### src/rtl/pipe_pkg.sv
// rtl/pipe_pkg.sv - shared opcode, funct, ALU-op and branch encodings for the ID stage
package pipe_pkg;

    localparam logic [5:0] OP_RTYPE = 6'h00;
    localparam logic [5:0] OP_J     = 6'h02;
    localparam logic [5:0] OP_BEQ   = 6'h04;
    localparam logic [5:0] OP_BNE   = 6'h05;
    localparam logic [5:0] OP_ADDI  = 6'h08;
    localparam logic [5:0] OP_ANDI  = 6'h0c;
    localparam logic [5:0] OP_ORI   = 6'h0d;
    localparam logic [5:0] OP_LUI   = 6'h0f;
    localparam logic [5:0] OP_LW    = 6'h23;
    localparam logic [5:0] OP_SW    = 6'h2b;

    localparam logic [5:0] FN_SLL   = 6'h00;
    localparam logic [5:0] FN_SRL   = 6'h02;
    localparam logic [5:0] FN_ADD   = 6'h20;
    localparam logic [5:0] FN_SUB   = 6'h22;
    localparam logic [5:0] FN_AND   = 6'h24;
    localparam logic [5:0] FN_OR    = 6'h25;
    localparam logic [5:0] FN_SLT   = 6'h2a;

    localparam logic [3:0] ALU_ADD  = 4'd0;
    localparam logic [3:0] ALU_SUB  = 4'd1;
    localparam logic [3:0] ALU_AND  = 4'd2;
    localparam logic [3:0] ALU_OR   = 4'd3;
    localparam logic [3:0] ALU_SLT  = 4'd4;
    localparam logic [3:0] ALU_SLL  = 4'd5;
    localparam logic [3:0] ALU_SRL  = 4'd6;

    localparam logic [1:0] BR_NONE  = 2'b00;
    localparam logic [1:0] BR_BEQ   = 2'b01;
    localparam logic [1:0] BR_BNE   = 2'b10;

    function automatic logic [31:0] sign_ext16(input logic [15:0] v);
        return {{16{v[15]}}, v};
    endfunction

endpackage

### src/rtl/instr_decoder.sv
// rtl/instr_decoder.sv - combinational instruction decode into ID/EX control, immediate and register usage
// Ports: instr in; rs_addr/rt_addr/rw/shamt register fields; imm; alu_op; branch;
//        reg_write/mem_read/mem_write/alu_src control; use_rs/use_rt; is_jump; illegal.
module instr_decoder (
    input  logic [31:0] instr,
    output logic [4:0]  rs_addr,
    output logic [4:0]  rt_addr,
    output logic [4:0]  rw,
    output logic [4:0]  shamt,
    output logic [31:0] imm,
    output logic [3:0]  alu_op,
    output logic [1:0]  branch,
    output logic        reg_write,
    output logic        mem_read,
    output logic        mem_write,
    output logic        alu_src,
    output logic        use_rs,
    output logic        use_rt,
    output logic        is_jump,
    output logic        illegal
);
    import pipe_pkg::*;

    logic [5:0] opcode;
    logic [5:0] funct;
    logic       wr;

    assign opcode = instr[31:26];
    assign funct  = instr[5:0];
    assign shamt  = instr[10:6];

    always_comb begin
        rs_addr   = instr[25:21];
        rt_addr   = instr[20:16];
        rw        = 5'd0;
        imm       = sign_ext16(instr[15:0]);
        alu_op    = ALU_ADD;
        branch    = BR_NONE;
        wr        = 1'b0;
        mem_read  = 1'b0;
        mem_write = 1'b0;
        alu_src   = 1'b0;
        use_rs    = 1'b0;
        use_rt    = 1'b0;
        is_jump   = 1'b0;
        illegal   = 1'b0;
        unique case (opcode)
            OP_RTYPE: begin
                rw     = instr[15:11];
                wr     = 1'b1;
                use_rs = 1'b1;
                use_rt = 1'b1;
                unique case (funct)
                    FN_ADD: alu_op = ALU_ADD;
                    FN_SUB: alu_op = ALU_SUB;
                    FN_AND: alu_op = ALU_AND;
                    FN_OR:  alu_op = ALU_OR;
                    FN_SLT: alu_op = ALU_SLT;
                    // Shifts take their amount from shamt, so rs is not a real source.
                    FN_SLL: begin alu_op = ALU_SLL; use_rs = 1'b0; end
                    FN_SRL: begin alu_op = ALU_SRL; use_rs = 1'b0; end
                    default: begin
                        illegal = 1'b1;
                        wr      = 1'b0;
                        use_rs  = 1'b0;
                        use_rt  = 1'b0;
                    end
                endcase
            end
            OP_ADDI: begin
                rw = instr[20:16]; wr = 1'b1; use_rs = 1'b1; alu_src = 1'b1;
            end
            OP_ANDI: begin
                rw = instr[20:16]; wr = 1'b1; use_rs = 1'b1; alu_src = 1'b1;
                alu_op = ALU_AND; imm = {16'h0, instr[15:0]};
            end
            OP_ORI: begin
                rw = instr[20:16]; wr = 1'b1; use_rs = 1'b1; alu_src = 1'b1;
                alu_op = ALU_OR; imm = {16'h0, instr[15:0]};
            end
            OP_LUI: begin
                // Executed as 0 + (imm << 16): force the rs read to $0.
                rs_addr = 5'd0;
                rw = instr[20:16]; wr = 1'b1; alu_src = 1'b1;
                imm = {instr[15:0], 16'h0};
            end
            OP_LW: begin
                rw = instr[20:16]; wr = 1'b1; use_rs = 1'b1; alu_src = 1'b1;
                mem_read = 1'b1;
            end
            OP_SW: begin
                use_rs = 1'b1; use_rt = 1'b1; alu_src = 1'b1; mem_write = 1'b1;
            end
            OP_BEQ: begin
                use_rs = 1'b1; use_rt = 1'b1; alu_op = ALU_SUB; branch = BR_BEQ;
            end
            OP_BNE: begin
                use_rs = 1'b1; use_rt = 1'b1; alu_op = ALU_SUB; branch = BR_BNE;
            end
            OP_J:    is_jump = 1'b1;
            default: illegal = 1'b1;
        endcase
        // A write to $0 is architecturally discarded; never signal it.
        reg_write = wr & (rw != 5'd0);
    end

endmodule

### src/rtl/decode_stage.sv
// rtl/decode_stage.sv - ID stage: decode, register read, load-use stall, J redirect, ID/EX register
// Ports: clock/clear; IF/ID inputs if_valid/if_instr/if_pc4; mem_stall, ex_flush;
//        RA/RB read addresses and read_data1/read_data2; stall_out, jump_valid/jump_target;
//        illegal_instr pulse; ex_* ID/EX pipeline register outputs.
module decode_stage #(
    parameter logic [31:0] RESET_PC4 = 32'h00000004
) (
    input  logic        clock,
    input  logic        clear,
    input  logic        if_valid,
    input  logic [31:0] if_instr,
    input  logic [31:0] if_pc4,
    input  logic        mem_stall,
    input  logic        ex_flush,
    output logic [4:0]  RA,
    output logic [4:0]  RB,
    input  logic [31:0] read_data1,
    input  logic [31:0] read_data2,
    output logic        stall_out,
    output logic        jump_valid,
    output logic [31:0] jump_target,
    output logic        illegal_instr,
    output logic        ex_valid,
    output logic        ex_reg_write,
    output logic        ex_mem_read,
    output logic        ex_mem_write,
    output logic        ex_alu_src,
    output logic [1:0]  ex_branch,
    output logic [3:0]  ex_alu_op,
    output logic [31:0] ex_rs_val,
    output logic [31:0] ex_rt_val,
    output logic [31:0] ex_imm,
    output logic [31:0] ex_pc4,
    output logic [4:0]  ex_rs,
    output logic [4:0]  ex_rt,
    output logic [4:0]  ex_rw,
    output logic [4:0]  ex_shamt
);
    import pipe_pkg::*;

    logic [4:0]  d_rs;
    logic [4:0]  d_rt;
    logic [4:0]  d_rw;
    logic [4:0]  d_shamt;
    logic [31:0] d_imm;
    logic [3:0]  d_alu_op;
    logic [1:0]  d_branch;
    logic        d_reg_write;
    logic        d_mem_read;
    logic        d_mem_write;
    logic        d_alu_src;
    logic        d_use_rs;
    logic        d_use_rt;
    logic        d_is_jump;
    logic        d_illegal;
    logic        hz;
    logic        issue;

    instr_decoder u_dec (
        .instr     (if_instr),
        .rs_addr   (d_rs),
        .rt_addr   (d_rt),
        .rw        (d_rw),
        .shamt     (d_shamt),
        .imm       (d_imm),
        .alu_op    (d_alu_op),
        .branch    (d_branch),
        .reg_write (d_reg_write),
        .mem_read  (d_mem_read),
        .mem_write (d_mem_write),
        .alu_src   (d_alu_src),
        .use_rs    (d_use_rs),
        .use_rt    (d_use_rt),
        .is_jump   (d_is_jump),
        .illegal   (d_illegal)
    );

    assign RA = d_rs;
    assign RB = d_rt;

    // Load in EX whose result is needed now; the bubble clears ex_mem_read so this lasts one cycle.
    assign hz = if_valid & ex_valid & ex_mem_read & (ex_rw != 5'd0) &
                ((d_use_rs & (d_rs == ex_rw)) | (d_use_rt & (d_rt == ex_rw)));

    assign stall_out   = hz & ~mem_stall & ~ex_flush;
    assign jump_valid  = if_valid & d_is_jump & ~mem_stall & ~ex_flush;
    assign jump_target = {if_pc4[31:28], if_instr[25:0], 2'b00};

    assign issue = if_valid & ~ex_flush & ~hz & ~d_illegal & ~d_is_jump;

    always_ff @(posedge clock) begin
        if (clear) begin
            ex_valid      <= 1'b0;
            ex_reg_write  <= 1'b0;
            ex_mem_read   <= 1'b0;
            ex_mem_write  <= 1'b0;
            ex_alu_src    <= 1'b0;
            ex_branch     <= BR_NONE;
            ex_alu_op     <= ALU_ADD;
            ex_rs_val     <= 32'h0;
            ex_rt_val     <= 32'h0;
            ex_imm        <= 32'h0;
            ex_pc4        <= RESET_PC4;
            ex_rs         <= 5'd0;
            ex_rt         <= 5'd0;
            ex_rw         <= 5'd0;
            ex_shamt      <= 5'd0;
            illegal_instr <= 1'b0;
        end else if (mem_stall) begin
            illegal_instr <= 1'b0;
        end else begin
            // Data fields always load; only the control bits distinguish a bubble.
            ex_valid      <= issue;
            ex_reg_write  <= issue & d_reg_write;
            ex_mem_read   <= issue & d_mem_read;
            ex_mem_write  <= issue & d_mem_write;
            ex_branch     <= issue ? d_branch : BR_NONE;
            ex_alu_src    <= d_alu_src;
            ex_alu_op     <= d_alu_op;
            ex_rs_val     <= read_data1;
            ex_rt_val     <= read_data2;
            ex_imm        <= d_imm;
            ex_pc4        <= if_pc4;
            ex_rs         <= d_rs;
            ex_rt         <= d_rt;
            ex_rw         <= d_rw;
            ex_shamt      <= d_shamt;
            illegal_instr <= if_valid & d_illegal & ~ex_flush;
        end
    end

endmodule

### config.mk
export PLATFORM = sky130hd
export DESIGN_NAME = decode_stage
export DESIGN_NICKNAME = d
export VERILOG_FILES = /design/src/rtl/pipe_pkg.sv /design/src/rtl/instr_decoder.sv /design/src/rtl/decode_stage.sv
export SDC_FILE = /design/constraint.sdc
export NUM_CORES = 1
export LEC_CHECK = 0
export ABC_AREA = 1
export BUFFER_PORTS_ARGS = -buffer_cell sky130_fd_sc_hd__buf_2
export CAP_MARGIN = 20
export CORE_AREA = 2 2 133 135
export DETAILED_ROUTE_END_ITERATION = 7
export DIE_AREA = 0 0 135 137
export PLACE_DENSITY = 0.67
export SYNTH_ARGS = -nofsm -noshare
export SYNTH_HDL_FRONTEND = slang
export SYNTH_SLANG_ARGS = --single-unit
### constraint.sdc
create_clock -name clock -period 3.05 [get_ports clock]
set_input_delay 0.1525 -clock clock [delete_from_list [all_inputs] [get_ports clock]]
set_output_delay 0.1525 -clock clock [all_outputs]
set_load 0.05 [all_outputs]
==> reports/metrics.yaml <==
status: "finished, final reports clean"
yosysTopAreaCell: "dfxtp_1"
crit_path_top_delay_cell: "dfxtp_1"
core-area_sq_um: 17100
routabilityCongestion: 0.862
postCtsResizedCells: 0
dpl_cell_area_sq_um: 7980
overflow: 0
die_h_um: 137
drcViolationCount: 0
htree_levels: 4
clk_path_buf_depth: 2
maxCapViolCount: 0
grt_max_degree: 84
grtUsageTotal: 0.230
vdd.ir_drop.worst_v: 0.000366
netlist_instances: 864
yosysTopAreaCellShare: 0.494
first_global_vias: 6462
timing.rr.end: "ex_branch[0]$_SDFFE_PP0N_"
cts.sinks: 159
hold_viol_final: 0
synth.distinct_cells: 32
fmax_mhz: 444
cp-startpoint: "ex_rw[1]$_SDFFE_PP0N_"
area_delta_synth_final_pct: 46.9
ys_seq_elements: 159
cts_root_buffer: "clkbuf_16"
crit_fanout: 7
synth_warnings: 0
synth_common_cells: "nor2_1 (219), dfxtp_1 (159), o21ai_0 (113), nand2_1 (95), nand3_1 (51)"
worstPathCellList: "inv_1 -> nand2_1 -> nand4_1 -> nor4_1 -> nand2_1 -> nand2_1 -> nand2_2 -> nor3_2 -> buf_2"
num_vias: 7120
post_drt_wl_per_cell_um: 15.4
numCtsBuffers: 17
finalInstanceArea_sq_um: 9470
worstPathArrival_ns: 2.10
drtAntennaViolNets: 0
end_kind: "primary output"
cpPeakStageDelay_ns: 0.43
num_antenna_cells: 0
r2r_cells: 9
crit_type: "flop to primary output"
hp-class: "primary input to flop"
fin_skew_ns: 0.00869
ios: 337
timing.final.crit_share: 0.738
cts_tree: "yes"
ys.flop_type: "dfxtp_1"
period_needed_ns: 2.25
tns_ns: 0
internal-power_mw: 3.71
syn_area_per_cell_sq_um: 7.46
path_clk_slew_ns: 0.06
start_util: 0.378
insertion_delay_ns: 0.42
post_cts_buffers: 0
port_buffers: 333
power_switching_mw: 1.93
vias_per_cell: 4.87
crit_path_start_kind: "flop"
finalMaxSlewViolations: 0
ff2ff_setup_slack_ns: 1.49
antenna_found_initial: 0
firstDrtPassIters: 5
die_area_sq_um: 18500
netlist_area_sq_um: 6450
p_leak_nw: 4.72
p_seq_frac: 0.404
synthTopCellsByArea: "dfxtp_1 (49%), nor2_1 (13%), o21ai_0 (8.8%)"
cpMostUsedCell: "nand2_1"
p_per_area_nw_per_um2: 595
p_clk_frac: 0.369
rows: 48
crit_family: "simple AND/OR/NAND/NOR gates"
max_slew_margin: 0.378
ys_seq_area_frac: 0.494
crit_path_end: "stall_out"
required_ns: 2.90
worstMarginPinSlew_ns: 0.933
hold-worst-slack_ns: 0.0160
setup_viol: 0
cp_num_cells: 9
synth_edf_count: 0
die_x_um: 135
worst-path-buf-inv: 2
p_sw_frac: 0.342
dp_hpwl_um: 15300
yosysMostFrequentCell: "nor2_1"
comb_power_share: 0.228
wl_um: 22500
async_reset_ff_frac: 0
layout.nets: 1358
grt_pass1_wl_um: 33300
dr.first_iter.drc_count: 461
drive_gt1_frac: 0.309
holdBufCountCts: 91
timing.rr.start: "ex_rw[1]$_SDFFE_PP0N_"
rsz0062_at_grt: "no"
hold_depth: 3
[flip-flops by register name, indices dropped and copies added, names as in the netlist, 2 cells and up]
signal and cells:
ex_alu_op 3, ex_rt 5, ex_rw 5, ex_pc4 32, ex_rt_val 32, ex_branch 2, ex_imm 32, ex_rs_val 32
ex_shamt 5, ex_rs 5
[routing by layer]
metal	share of wire	track usage	wire [um]
met5	0	0	0
met4	0.035	0.110	792
met3	0.088	0.0626	1980
met2	0.48	0.386	10700
met1	0.40	0.273	8940
[layout by cell type (no fill, tap or decap), types with 3 or more instances in the layout]
cell           instances
buf_2                332
nor2_1               219
dfxtp_1              159
o21ai_0              113
nand2_1               95
dlygate4sd3_1         91
nand3_1               51
a21oi_1               39
inv_1                 34
clkbuf_16             17
a31oi_1               15
buf_4                  9
nand4_1                7
o211ai_1               7
nand3b_1               5
clkinvlp_4             5
xor2_1                 4
inv_6                  4
nand2_2                3
nor4_1                 3
conb_1                 3
[cells by family (layout without fill, tap and decap cells)]
group,Yosys count,count (layout),synth area share
other cells,1,3,0.000582
simple gates,390,390,0.250
buf+inv,129,501,0.100
compound gates,180,180,0.149
xor+xnor,5,5,0.00679
flops,159,159,0.494
[metrics by stage]
step                      cells  utilization  setup WS [ns]  power [mW]
after global routing       1463        0.555          0.605        5.86
after detailed placement   1340        0.468          0.841        3.50
final                      1463        0.555          0.799        5.63
after CTS                  1463        0.555          0.786        5.68
after global placement     1340        0.468          0.900        3.49
after floorplan             866            -          0.932        3.19
[power groups by stage]
| stage | clock network (mW) | logic (mW) | registers [mW] |
|---|---|---|---|
| 3_5_place_dp | 0 | 1.18 | 2.32 |
| 2_1_floorplan | 0 | 0.414 | 2.78 |
| 3_3_place_gp | 0 | 1.18 | 2.32 |
| 6_report | 2.08 | 1.28 | 2.27 |
| 5_1_grt | 2.22 | 1.36 | 2.29 |
| 4_1_cts | 2.13 | 1.28 | 2.27 |
[area by class of cell]
class | count | area [sq um]
Multi-Input combinational cell | 578 | 2630
Timing Repair Buffer | 433 | 2660
Clock buffer | 18 | 429
Sequential cell | 159 | 3180
Tap cell | 225 | 282
Fill cell | 1576 | 7590
Clock inverter | 14 | 150
Inverter | 36 | 140
[worst min-delay path: stages]
cell and delay [ns]:
buf_2 0.09, o21ai_0 0.08, nor2_1 0.08
[how the worst min path moves through the flow]
stage | slack, ns | start | endpoint
floorplan | 0.27 | if_pc4[2] | ex_pc4[2]$_SDFFE_PP1N_
global placement | 0.36 | if_pc4[2] | ex_pc4[2]$_SDFFE_PP1N_
detailed placement | 0.38 | if_pc4[2] | ex_pc4[2]$_SDFFE_PP1N_
CTS | 0.002 | if_instr[10] | ex_shamt[4]$_SDFFE_PP0N_
global route | 0.01 | read_data1[7] | ex_rs_val[7]$_SDFFE_PP0N_
finish | 0.02 | read_data1[7] | ex_rs_val[7]$_SDFFE_PP0N_
(Power assumes the default switching activity.)
